`src/rtl/cpu_pkg.sv`:
```
// Shared encodings for the multi-cycle RV-subset core: opcodes, funct fields,
// FSM state codes and ALU operation codes.
package cpu_pkg;

    localparam logic [6:0] OPC_OP     = 7'b0110011;
    localparam logic [6:0] OPC_OP_IMM = 7'b0010011;
    localparam logic [6:0] OPC_BRANCH = 7'b1100011;

    localparam logic [2:0] F3_ADD  = 3'b000;
    localparam logic [2:0] F3_SLL  = 3'b001;
    localparam logic [2:0] F3_SLT  = 3'b010;
    localparam logic [2:0] F3_SLTU = 3'b011;
    localparam logic [2:0] F3_XOR  = 3'b100;
    localparam logic [2:0] F3_SR   = 3'b101;
    localparam logic [2:0] F3_OR   = 3'b110;
    localparam logic [2:0] F3_AND  = 3'b111;
    localparam logic [2:0] F3_BEQ  = 3'b000;
    localparam logic [2:0] F3_BNE  = 3'b001;

    localparam logic [6:0] F7_BASE = 7'b0000000;
    localparam logic [6:0] F7_ALT  = 7'b0100000;

    localparam logic [2:0] ST_FETCH     = 3'd0;
    localparam logic [2:0] ST_DECODE    = 3'd1;
    localparam logic [2:0] ST_EXECUTE   = 3'd2;
    localparam logic [2:0] ST_WRITEBACK = 3'd3;
    localparam logic [2:0] ST_HALT      = 3'd4;

    typedef enum logic [3:0] {
        ALU_ADD  = 4'd0,
        ALU_SUB  = 4'd1,
        ALU_SLL  = 4'd2,
        ALU_SLT  = 4'd3,
        ALU_SLTU = 4'd4,
        ALU_XOR  = 4'd5,
        ALU_SRL  = 4'd6,
        ALU_SRA  = 4'd7,
        ALU_OR   = 4'd8,
        ALU_AND  = 4'd9
    } alu_op_e;

    // alt is funct7[5]; only meaningful for ADD/SUB and SRL/SRA
    function automatic alu_op_e alu_op_from_funct(input logic alt, input logic [2:0] f3);
        alu_op_e op;
        case (f3)
            F3_ADD:  op = alt ? ALU_SUB : ALU_ADD;
            F3_SLL:  op = ALU_SLL;
            F3_SLT:  op = ALU_SLT;
            F3_SLTU: op = ALU_SLTU;
            F3_XOR:  op = ALU_XOR;
            F3_SR:   op = alt ? ALU_SRA : ALU_SRL;
            F3_OR:   op = ALU_OR;
            F3_AND:  op = ALU_AND;
            default: op = ALU_ADD;
        endcase
        return op;
    endfunction

endpackage

```
`src/rtl/mc_reg_file.sv`:
```
// Integer register file: two combinational read ports, one synchronous write
// port, x0 hard-wired to zero.
module mc_reg_file #(
    parameter int XLEN = 32,
    parameter int NREG = 32
) (
    input  logic                     clk,
    input  logic                     rst_n,
    input  logic [$clog2(NREG)-1:0]  raddr1,
    output logic [XLEN-1:0]          rdata1,
    input  logic [$clog2(NREG)-1:0]  raddr2,
    output logic [XLEN-1:0]          rdata2,
    input  logic                     we,
    input  logic [$clog2(NREG)-1:0]  waddr,
    input  logic [XLEN-1:0]          wdata
);
    localparam int AW = $clog2(NREG);

    logic [XLEN-1:0] regs_r [NREG];

    // Register storage; writes to x0 are dropped so it always reads zero
    always_ff @(posedge clk or negedge rst_n) begin
        if (!rst_n) begin
            for (int i = 0; i < NREG; i++) begin
                regs_r[i] <= {XLEN{1'b0}};
            end
        end else if (we && (waddr != {AW{1'b0}})) begin
            regs_r[waddr] <= wdata;
        end
    end

    assign rdata1 = (raddr1 == {AW{1'b0}}) ? {XLEN{1'b0}} : regs_r[raddr1];
    assign rdata2 = (raddr2 == {AW{1'b0}}) ? {XLEN{1'b0}} : regs_r[raddr2];

endmodule

```
`src/rtl/multi_cycle_cpu.sv`:
```
// Multi-cycle RV32I/RV64I integer subset core (R-type ALU, I-type ALU, BEQ/BNE):
// FETCH -> DECODE -> EXECUTE -> WRITEBACK, with a sticky HALT on illegal code.
module multi_cycle_cpu
    import cpu_pkg::*;
#(
    parameter int              XLEN     = 32,
    parameter int              NREG     = 32,
    parameter logic [XLEN-1:0] RESET_PC = {XLEN{1'b0}}
) (
    input  logic            clk_i,
    input  logic            rst_i,
    output logic            imem_req_o,
    output logic [XLEN-1:0] imem_addr_o,
    input  logic            imem_ack_i,
    input  logic [31:0]     imem_rdata_i,
    output logic [XLEN-1:0] pc_o,
    output logic            retire_o,
    output logic            halt_o
);
    localparam int AW = $clog2(NREG);
    localparam int SW = $clog2(XLEN);
    localparam logic [XLEN-1:0] ZERO    = {XLEN{1'b0}};
    localparam logic [XLEN-1:0] PC_STEP = {{(XLEN-3){1'b0}}, 3'b100};

    logic [2:0]      state_r, state_nx_s;
    logic [XLEN-1:0] pc_r, a_r, b_r, imm_r, alu_out_r, target_r;
    logic [31:0]     ir_r;
    alu_op_e         alu_op_r, dec_op_s;
    logic            use_imm_r, writes_r, is_branch_r, branch_ne_r, taken_r;
    logic            req_r, retire_r, halt_r;

    logic [6:0]      opc_s, f7_s, shfun_s;
    logic [2:0]      f3_s;
    logic [4:0]      rs1_s, rs2_s, rd_s;
    logic            legal_s, uses_rs2_s, uses_rd_s, dec_use_imm_s, dec_branch_s;
    logic            regs_ok_s, dec_ok_s, we_s;
    logic [XLEN-1:0] imm_i_s, imm_b_s, rs1_data_s, rs2_data_s, op_b_s, alu_s;
    logic [SW-1:0]   shamt_s;

    assign opc_s = ir_r[6:0];
    assign rd_s  = ir_r[11:7];
    assign f3_s  = ir_r[14:12];
    assign rs1_s = ir_r[19:15];
    assign rs2_s = ir_r[24:20];
    assign f7_s  = ir_r[31:25];
    // RV64 shift immediates use bit 25 as shamt[5], so only bits 31:26 are funct
    assign shfun_s = (XLEN == 64) ? {ir_r[31:26], 1'b0} : ir_r[31:25];

    assign imm_i_s = {{(XLEN-12){ir_r[31]}}, ir_r[31:20]};
    assign imm_b_s = {{(XLEN-13){ir_r[31]}}, ir_r[31], ir_r[7], ir_r[30:25], ir_r[11:8], 1'b0};

    // Instruction decode and legality check
    always_comb begin
        legal_s       = 1'b0;
        uses_rs2_s    = 1'b0;
        uses_rd_s     = 1'b0;
        dec_use_imm_s = 1'b0;
        dec_branch_s  = 1'b0;
        dec_op_s      = ALU_ADD;
        case (opc_s)
            OPC_OP: begin
                uses_rs2_s = 1'b1;
                uses_rd_s  = 1'b1;
                dec_op_s   = alu_op_from_funct(f7_s[5], f3_s);
                if (f7_s == F7_BASE) begin
                    legal_s = 1'b1;
                end else if ((f7_s == F7_ALT) && ((f3_s == F3_ADD) || (f3_s == F3_SR))) begin
                    legal_s = 1'b1;
                end else begin
                    legal_s = 1'b0;
                end
            end
            OPC_OP_IMM: begin
                uses_rd_s     = 1'b1;
                dec_use_imm_s = 1'b1;
                if (f3_s == F3_SLL) begin
                    dec_op_s = ALU_SLL;
                    legal_s  = (shfun_s == F7_BASE);
                end else if (f3_s == F3_SR) begin
                    dec_op_s = shfun_s[5] ? ALU_SRA : ALU_SRL;
                    legal_s  = (shfun_s == F7_BASE) || (shfun_s == F7_ALT);
                end else begin
                    dec_op_s = alu_op_from_funct(1'b0, f3_s);
                    legal_s  = 1'b1;
                end
            end
            OPC_BRANCH: begin
                uses_rs2_s   = 1'b1;
                dec_branch_s = 1'b1;
                legal_s      = (f3_s == F3_BEQ) || (f3_s == F3_BNE);
            end
            default: begin
                legal_s = 1'b0;
            end
        endcase
    end

    assign regs_ok_s = (int'(rs1_s) < NREG)
                    && (!uses_rs2_s || (int'(rs2_s) < NREG))
                    && (!uses_rd_s  || (int'(rd_s)  < NREG));
    assign dec_ok_s  = legal_s && regs_ok_s;

    assign we_s = (state_r == ST_WRITEBACK) && writes_r;

    mc_reg_file #(.XLEN(XLEN), .NREG(NREG)) u_rf (
        .clk    (clk_i),
        .rst_n  (rst_i),
        .raddr1 (rs1_s[AW-1:0]),
        .rdata1 (rs1_data_s),
        .raddr2 (rs2_s[AW-1:0]),
        .rdata2 (rs2_data_s),
        .we     (we_s),
        .waddr  (rd_s[AW-1:0]),
        .wdata  (alu_out_r)
    );

    assign op_b_s  = use_imm_r ? imm_r : b_r;
    assign shamt_s = op_b_s[SW-1:0];

    // ALU on latched operands
    always_comb begin
        alu_s = ZERO;
        case (alu_op_r)
            ALU_ADD:  alu_s = a_r + op_b_s;
            ALU_SUB:  alu_s = a_r - op_b_s;
            ALU_SLL:  alu_s = a_r << shamt_s;
            ALU_SLT:  alu_s = {{(XLEN-1){1'b0}}, ($signed(a_r) < $signed(op_b_s))};
            ALU_SLTU: alu_s = {{(XLEN-1){1'b0}}, (a_r < op_b_s)};
            ALU_XOR:  alu_s = a_r ^ op_b_s;
            ALU_SRL:  alu_s = a_r >> shamt_s;
            ALU_SRA:  alu_s = $signed(a_r) >>> shamt_s;
            ALU_OR:   alu_s = a_r | op_b_s;
            ALU_AND:  alu_s = a_r & op_b_s;
            default:  alu_s = ZERO;
        endcase
    end

    // Next-state logic; a fetch only completes while the request is visible
    always_comb begin
        state_nx_s = state_r;
        case (state_r)
            ST_FETCH:     state_nx_s = (req_r && imem_ack_i) ? ST_DECODE : ST_FETCH;
            ST_DECODE:    state_nx_s = dec_ok_s ? ST_EXECUTE : ST_HALT;
            ST_EXECUTE:   state_nx_s = ST_WRITEBACK;
            ST_WRITEBACK: state_nx_s = ST_FETCH;
            ST_HALT:      state_nx_s = ST_HALT;
            default:      state_nx_s = ST_HALT;
        endcase
    end

    // Architectural and pipeline-step registers
    always_ff @(posedge clk_i or negedge rst_i) begin
        if (!rst_i) begin
            state_r     <= ST_FETCH;
            pc_r        <= RESET_PC;
            ir_r        <= 32'd0;
            a_r         <= ZERO;
            b_r         <= ZERO;
            imm_r       <= ZERO;
            alu_out_r   <= ZERO;
            target_r    <= ZERO;
            alu_op_r    <= ALU_ADD;
            use_imm_r   <= 1'b0;
            writes_r    <= 1'b0;
            is_branch_r <= 1'b0;
            branch_ne_r <= 1'b0;
            taken_r     <= 1'b0;
            req_r       <= 1'b0;
            retire_r    <= 1'b0;
            halt_r      <= 1'b0;
        end else begin
            state_r  <= state_nx_s;
            req_r    <= (state_nx_s == ST_FETCH);
            retire_r <= (state_nx_s == ST_WRITEBACK);
            halt_r   <= halt_r | (state_nx_s == ST_HALT);
            case (state_r)
                ST_FETCH: begin
                    if (req_r && imem_ack_i) begin
                        ir_r <= imem_rdata_i;
                    end
                end
                ST_DECODE: begin
                    a_r         <= rs1_data_s;
                    b_r         <= rs2_data_s;
                    imm_r       <= dec_branch_s ? imm_b_s : imm_i_s;
                    alu_op_r    <= dec_op_s;
                    use_imm_r   <= dec_use_imm_s;
                    writes_r    <= uses_rd_s;
                    is_branch_r <= dec_branch_s;
                    branch_ne_r <= f3_s[0];
                end
                ST_EXECUTE: begin
                    alu_out_r <= alu_s;
                    taken_r   <= is_branch_r && (branch_ne_r ? (a_r != b_r) : (a_r == b_r));
                    target_r  <= pc_r + imm_r;
                end
                ST_WRITEBACK: begin
                    pc_r <= taken_r ? target_r : (pc_r + PC_STEP);
                end
                default: begin
                end
            endcase
        end
    end

    assign imem_req_o  = req_r;
    assign imem_addr_o = pc_r;
    assign pc_o        = pc_r;
    assign retire_o    = retire_r;
    assign halt_o      = halt_r;

endmodule
```
`config.mk`:
```
export PLATFORM = sky130hd
export DESIGN_NAME = multi_cycle_cpu
export DESIGN_NICKNAME = d
export VERILOG_FILES = /design/src/rtl/cpu_pkg.sv /design/src/rtl/mc_reg_file.sv /design/src/rtl/multi_cycle_cpu.sv
export SDC_FILE = /design/constraint.sdc
export NUM_CORES = 2
export LEC_CHECK = 0
export CAP_MARGIN = 40
export CORE_ASPECT_RATIO = 1.25
export CORE_MARGIN = 10
export CORE_UTILIZATION = 48
export CTS_CLUSTER_SIZE = 10
export DETAILED_ROUTE_END_ITERATION = 6
export PLACE_DENSITY_LB_ADDON = 0.15
export SLEW_MARGIN = 25
export SYNTH_ARGS = -nofsm -noshare
export SYNTH_HDL_FRONTEND = slang
export SYNTH_HIERARCHICAL = 1
export SYNTH_SLANG_ARGS = --single-unit
```
`constraint.sdc`:
```
create_clock -name clk_i -period 4 [get_ports clk_i]
set_input_delay 0.4 -clock clk_i [delete_from_list [all_inputs] [get_ports clk_i]]
set_output_delay 0.4 -clock clk_i [all_outputs]
set_load 0.02 [all_outputs]
```
Word level (Yosys, flattened, before mapping)
Memories as Yosys holds them, arrays and structs flattened.
Index checks and enable logic that the tools add are counted.
{ "classes": {"n_addsub": 4, "n_lt_le_gt_ge": 6, "eq_ne": 27, "shifts": 3, "mux": 33, "bitwise": 7, "n_reduce_logical": 19} }
{ "ops": {"columns": ["operator", "count"], "rows": [
  ["$bwmux W1024", 1],
  ["$bmux W32 S5", 2],
  ["$pmux W32 S10", 1],
  ["$mux W32", 9],
  ["$demux W32 S5", 1],
  ["$add A32 B32 Y32", 2],
  ["$lt A32 B32 Y1", 2],
  ["$add A32 B3 Y32 const B", 1],
  ["$and A32 B32 Y32", 1],
  ["$eq A32 B32 Y1", 1],
  ["$ne A32 B32 Y1", 1],
  ["$or A32 B32 Y32", 1],
  ["$pmux W4 S8", 1],
  ["$shl A32 B5 Y32", 1],
  ["$shr A32 B5 Y32", 1],
  ["$sshr A32 B5 Y32", 1],
  ["$sub A32 B32 Y32", 1],
  ["$xor A32 B32 Y32", 1],
  ["$ge A6 B6 Y1 const B", 3],
  ["$not A5 Y6", 3],
  ["$eq A4 B3 Y1 const B", 4],
  ["$eq A3 B2 Y1 const B", 5],
  ["$eq A3 B3 Y1 const B", 5],
  ["$eq A7 B6 Y1 const B", 2],
  ["24 further kinds", 48]
]} }
{ "word_totals": {"regBits": 1244, "rom_bits": 32, "inputBits": 35, "out_inout_bits": 67, "wordCells": 149, "mem_count": 1} }
{ "memory_table": {"columns": ["memory", "words", "width", "rd", "rd_clocked_by_memory_dff", "write_ports", "line", "text"], "rows": [
  ["(no name shown)", 8, 4, 1, 0, 0, "cpu_pkg.sv:45", "case (f3)"]
]} }

Depth between registers and ports, before layout
{ "depth": {"word_depth": 10, "ltp_mapped": 18, "ltp_nobuf": 15} }

By module
The synthesis kept the hierarchy.
{ "by_module_without_submodules": {"columns": ["module", "instances", "cells_per_inst", "area_per_inst_um2", "seq_area_each_um2"], "rows": [
  ["mc_reg_file", 1, 3624, 54444.7, 25624.6],
  ["multi_cycle_cpu", 1, 2570, 19940.4, 5505.3]
]} }

Least setup slack after synthesis
Ideal clock, no wire load.
{ "synth_timing": {"kind": "register -> register", "startpoint": "reg use_imm_r", "endpoint": "reg alu_out_r[30]", "setup_time_ns": 0.142, "arrival_ns": 3.799, "required_ns": 3.858, "setup_slack_ns": 0.059, "path_stages_with_launch": 19, "n_path_buf": 6, "period_less_slack_ns": 3.941, "cell_sequence": "dfrtp_1 -> buf_6 -> mux2i_4 -> buf_2 -> buf_2 -> buf_2 -> buf_2 -> ha_1 -> clkbuf_2 -> nor2b_1 -> o21bai_1 -> a21o_1 -> a2111oi_4 -> a31oi_1 -> o21ai_2 -> o21ai_0 -> and4_1 -> o41ai_1 -> o311ai_1"} }
{ "synth_via": {"elab_chain_cells": 3, "elab_cells_between_ends": 10, "classes_between": "2 x add/sub; 3 x shift; 2 x mux; 3 x bitwise"} }
{ "synth_lines": {"columns": ["element", "line", "text"], "rows": [
  ["start, declared", "multi_cycle_cpu.sv:29", "logic use_imm_r, writes_r, is_branch_r, branch_ne_r, taken_r;"],
  ["start signal, assigned", "multi_cycle_cpu.sv:187", "use_imm_r <= dec_use_imm_s;"],
  ["$mux W32 *", "multi_cycle_cpu.sv:117", "assign op_b_s = use_imm_r ? imm_r : b_r;"],
  ["$sub A32 B32 Y32, or another cell as far along", "multi_cycle_cpu.sv:125", "ALU_SUB: alu_s = a_r - op_b_s;"],
  ["$pmux W32 S10 *", "multi_cycle_cpu.sv:123", "case (alu_op_r)"],
  ["end signal, assigned", "multi_cycle_cpu.sv:193", "alu_out_r <= alu_s;"],
  ["end, declared", "multi_cycle_cpu.sv:26", "logic [XLEN-1:0] pc_r, a_r, b_r, imm_r, alu_out_r, target_r;"]
]} }
Mark *: on every way between the ends. The rest lies on a longest branch, timed or not.
A chain may end at the register's enable or synchronous reset.

Worst setup path after layout
{ "layout_timing": {"startpoint": "reg use_imm_r", "endpoint": "reg alu_out_r[16]"} }
The elaborated chain is that of the path after synthesis.

==> results.txt <==
The number of setup violations in the final report is 0. The die covers between 150000 and 200000 sq um. The core utilization of the finished layout came out at 0.545. Broken down by cell family, the worst path's largest delay share belongs to compound AO/OA/AOI/OAI gates. The share of the synthesized area in the top cell type came out at 0.418.

The post-synthesis average cell area is 12.0 sq um. The effective utilization at floorplan came out at 0.483. The total leakage power came out at between 30 and 40 nW. In this design, the critical path's most frequently occurring cell is sky130_fd_sc_hd__a21oi_1. The root buffer selected by CTS is sky130_fd_sc_hd__clkbuf_16. The biggest area contributor in the post-synthesis netlist is sky130_fd_sc_hd__dfrtp_1. The delay of the slowest critical-path stage is ~0.60 ns.

The number of warnings reported in the yosys synthesis log is 6. The residual antenna-violating net count after detailed routing came out at 0. The source-to-sink clock delay at the later pin of the worst-skew pair came out at roughly 0.81 ns. The complex-gate fraction of the synthesized area is 0.106. Entering global routing, the biggest net connects roughly 140 pins. In the final routed layout, each cell accounts on average for ~33 um. After the first detailed-routing iteration, the DRC count stood at 5512. The simple-gate share of the synthesized area is 0.0603.

Counting the buffers created by CTS gives about 150. The required time at the endpoint of the critical path is between 4 and 5 ns. Of the total synthesized cell area, the portion taken by XOR and XNOR cells is 0.0101. The sequential area share after synthesis is 0.418. The worst setup path is captured at a flip-flop. Global routing finished with a remaining overflow of 0. In the final layout, the share of cells above drive strength 1 is 0.356. In the synthesized netlist the async set-or-reset flop fraction comes to 1.00. The number of DRC violations after detailed routing is 0. The worst register-to-register path has a setup slack of ~0.059 ns. After synthesis, the cell types taking the most area are sky130_fd_sc_hd__dfrtp_1 (42%), sky130_fd_sc_hd__mux2_2 (16%), sky130_fd_sc_hd__mux4_2 (14%). The library cell used most frequently in the layout, excluding fill and tap cells, is sky130_fd_sc_hd__dfrtp_1. The placeable core region is around 150000 sq um. The count of endpoints failing hold in the final timing report came out at 0. The main combinational cell family by area after synthesis is multiplexers. The power per cell area is 302 nW/um^2.

The via count of the first global-routing pass is ~57000. Summed over all layers, the routed wires come to ~280000 um. The number of synthesized flops with an enable pin is 0. In the routed layout, each cell is associated on average with a via count of approximately 6.7. The clock passes through at most 3 buffers. The flow ran to the end, and the final reports show no timing, DRC or antenna violations.

The worst path arrival time came out at between 4 and 5 ns. The maximum vdd ir drop came out at a little over 0.0004 V. The first global-routing pass estimated 399000 um of wire. At the end of routability-driven placement, the weighted congestion stood at between 0.9 and 1. The top-level I/O count came out at 102. Relative to the synthesized area, the layout overhead comes to 12.8%.

The clock input transition at the sequential cells of the worst setup and hold paths is 0.06 ns. The relative slew slack is 0.386. At the pin with the least slew margin, the transition time is 0.914 ns. Walking the worst path, the cells encountered are mux2i_4 > buf_4 > nor2_1 > a21oi_1 > a21oi_1 > mux2i_1 > buf_4 > mux2i_1 > o21ai_0 > a31oi_1 > a21oi_1 > o21ai_0. The multiplexer share of the synthesized area is 0.335. The max-slew violation count came out at 0. The adder and majority cell fraction of the synthesized area came out at 0.0237. The count of buffers inserted at the top-level ports is between 100 and 150. TritonCTS built the clock tree. The site row count is about 160. The critical path buffer and inverter count came out at 2. Across the run, the number of max-cap violations was 0. The count of cell types in the netlist came out at 102.

The flip-flop and latch count after synthesis came out at between 1000 and 1500. The worst setup path is launched from a flip-flop. The number of iterations in the first detailed-routing pass is 7. The die span in y is between 400 and 500 um. The total power after layout came out at between 20 and 30 mW. By startpoint and endpoint, the worst setup path is classified as flip-flop to flip-flop. The final-stage net count is 6443. The number of sinks handled by clock tree synthesis is about 1200. The clock skew came out at ~0.033 ns. The initial antenna violation count came out at 9. In the finished design, the share of the clock period the worst path needs comes to 0.985. The wire-length estimate of the detail-placed layout is 186000 um. The final-layout worst hold slack came out at about 0.16 ns.

The via count came out at ~56000. The synthesized netlist cell count is 6194. The H-tree depth reported by CTS came out at 4. The final critical-path required period came out at about 3.9 ns. The largest fanout on the critical path is between 50 and 60. Setup repair after global routing could not meet its margin everywhere. The synthesized cell area is 74400 sq um.

The slowest cell on the critical path is sky130_fd_sc_hd__buf_4. The width of the die came out at ~370 um. The synthesized netlist net count came out at between 6000 and 7000. The most used flip-flop cell after synthesis is sky130_fd_sc_hd__dfrtp_1. The maximum clock frequency came out at approximately 0.25 GHz. In the layout the commonest cells are sky130_fd_sc_hd__dfrtp_1 (1222), sky130_fd_sc_hd__mux2_2 (1034), sky130_fd_sc_hd__mux4_2 (458), sky130_fd_sc_hd__nand2_1 (454), sky130_fd_sc_hd__buf_4 (376). The worst hold path belongs to the class primary input to flip-flop. The total routing usage reported by global routing came out at 0.317.
[synthesized netlist by cell type, drive strengths merged, types with 19 or more instances]
master / instances
dfrtp: 1244
mux2: 1093
nand2: 468
mux4: 460
o21ai: 345
clkbuf: 326
buf: 307
a21oi: 241
nor2: 222
mux2i: 219
ha: 136
a211oi: 124
inv: 120
nor2b: 81
a22oi: 80
xnor2: 73
a311oi: 68
a221oi: 61
nand3: 56
a31oi: 42
nor3: 41
o211ai: 33
a21o: 27
o21bai: 27
o2111ai: 25
and3: 24
nand2b: 20
nand4: 19
[cells by family after synthesis]
group | Yosys count
AOI/OAI and AO/OA | 1201
xor gates and xnor gates | 86
adders and majority gates | 139
buffers and inverters | 754
DFF | 1244
muxes | 1772
and+or+nand+nor | 998
[through the flow]
step | setup slack [ns] | TNS (ns) | instances | cell area (sq um)
finish | 0.0592 | 0 | 8364 | 83900
global route | -0.0770 | -0.125 | 8361 | 83900
CTS | 0.00410 | 0 | 8354 | 83800
detailed placement | -0.0698 | -0.0698 | 8149 | 79600
global placement | 0.0285 | 0 | 8136 | 79300
floorplan | 0.0586 | 0 | 6194 | 74400
[worst reg2reg max path: stages (launching register included)]
cell                      delay (ns)
sky130_fd_sc_hd__dfrtp_1        0.42
sky130_fd_sc_hd__mux2i_4        0.33
sky130_fd_sc_hd__buf_4          0.60
sky130_fd_sc_hd__nor2_1         0.12
sky130_fd_sc_hd__a21oi_1        0.31
sky130_fd_sc_hd__a21oi_1        0.15
sky130_fd_sc_hd__mux2i_1        0.50
sky130_fd_sc_hd__buf_4          0.23
sky130_fd_sc_hd__mux2i_1        0.07
sky130_fd_sc_hd__o21ai_0        0.37
sky130_fd_sc_hd__a31oi_1        0.25
sky130_fd_sc_hd__a21oi_1        0.33
sky130_fd_sc_hd__o21ai_0        0.14
[final timing paths]
kind / startpoint / to / cells past startpoint
min in group asynchronous: rst_i / u_rf/regs_r[548] / 2
max in group asynchronous: rst_i / u_rf/regs_r[806] / 3
worst max-delay path: use_imm_r / alu_out_r[16] / 12
worst min-delay path: imem_rdata_i[13] / ir_r[13] / 3
worst max register to register: use_imm_r / alu_out_r[16] / 12
worst min register to register: u_rf/regs_r[1010] / u_rf/regs_r[1010] / 0
[per-layer routing]
| layer | vias to the layer above | share of wire | global-route usage |
|---|---|---|---|
| met1 | 29432 | 0.39 | 0.404 |
| met5 | - | 0.000098 | 0 |
| li1 | 23387 | - | - |
| met3 | 747 | 0.078 | 0.0646 |
| met2 | 2655 | 0.47 | 0.505 |
| met4 | 4 | 0.063 | 0.173 |
[power breakdown]
part | switching [mW] | internal, mW | total (mW)
logic | 0.266 | 0.0589 | 0.325
registers | 0 | 12.6 | 12.6
clock network | 5.36 | 7.03 | 12.4
[flip-flops by register name, indices dropped and copies added, names as in the netlist, 13 cells and up]
name	cells
u_rf/regs_r	1024
imem_addr_o	32
a_r	32
b_r	32
target_r	32
imm_r	13
alu_out_r	32
ir_r	32
[area by class of cell]
cell class                      count  area (sq um)
Antenna cell                        4          10.0
Sequential cell                  1244         31200
Fill cell                       13105         70200
Inverter                          121           468
Clock inverter                     21           225
Multi-Input combinational cell   4196         40100
Timing Repair Buffer              557          5400
Clock buffer                      183          3960
Timing Repair inverter              1          5.00
Tap cell                         2037          2550
[what timing repair did]
| item | 4_1_cts | 5_1_grt |
|---|---|---|
| buffers inserted | 0 | 2 |
| hold endpoints to repair | 86 | 0 |
| endpoints found under the setup margin | 1 | 11 |
| resized for setup | 1 | 16 |
| hold buffers | 1 | 0 |
| cloned | 0 | 1 |
| pin swaps | 0 | 1 |
Power figures use the tool's default switching activity.
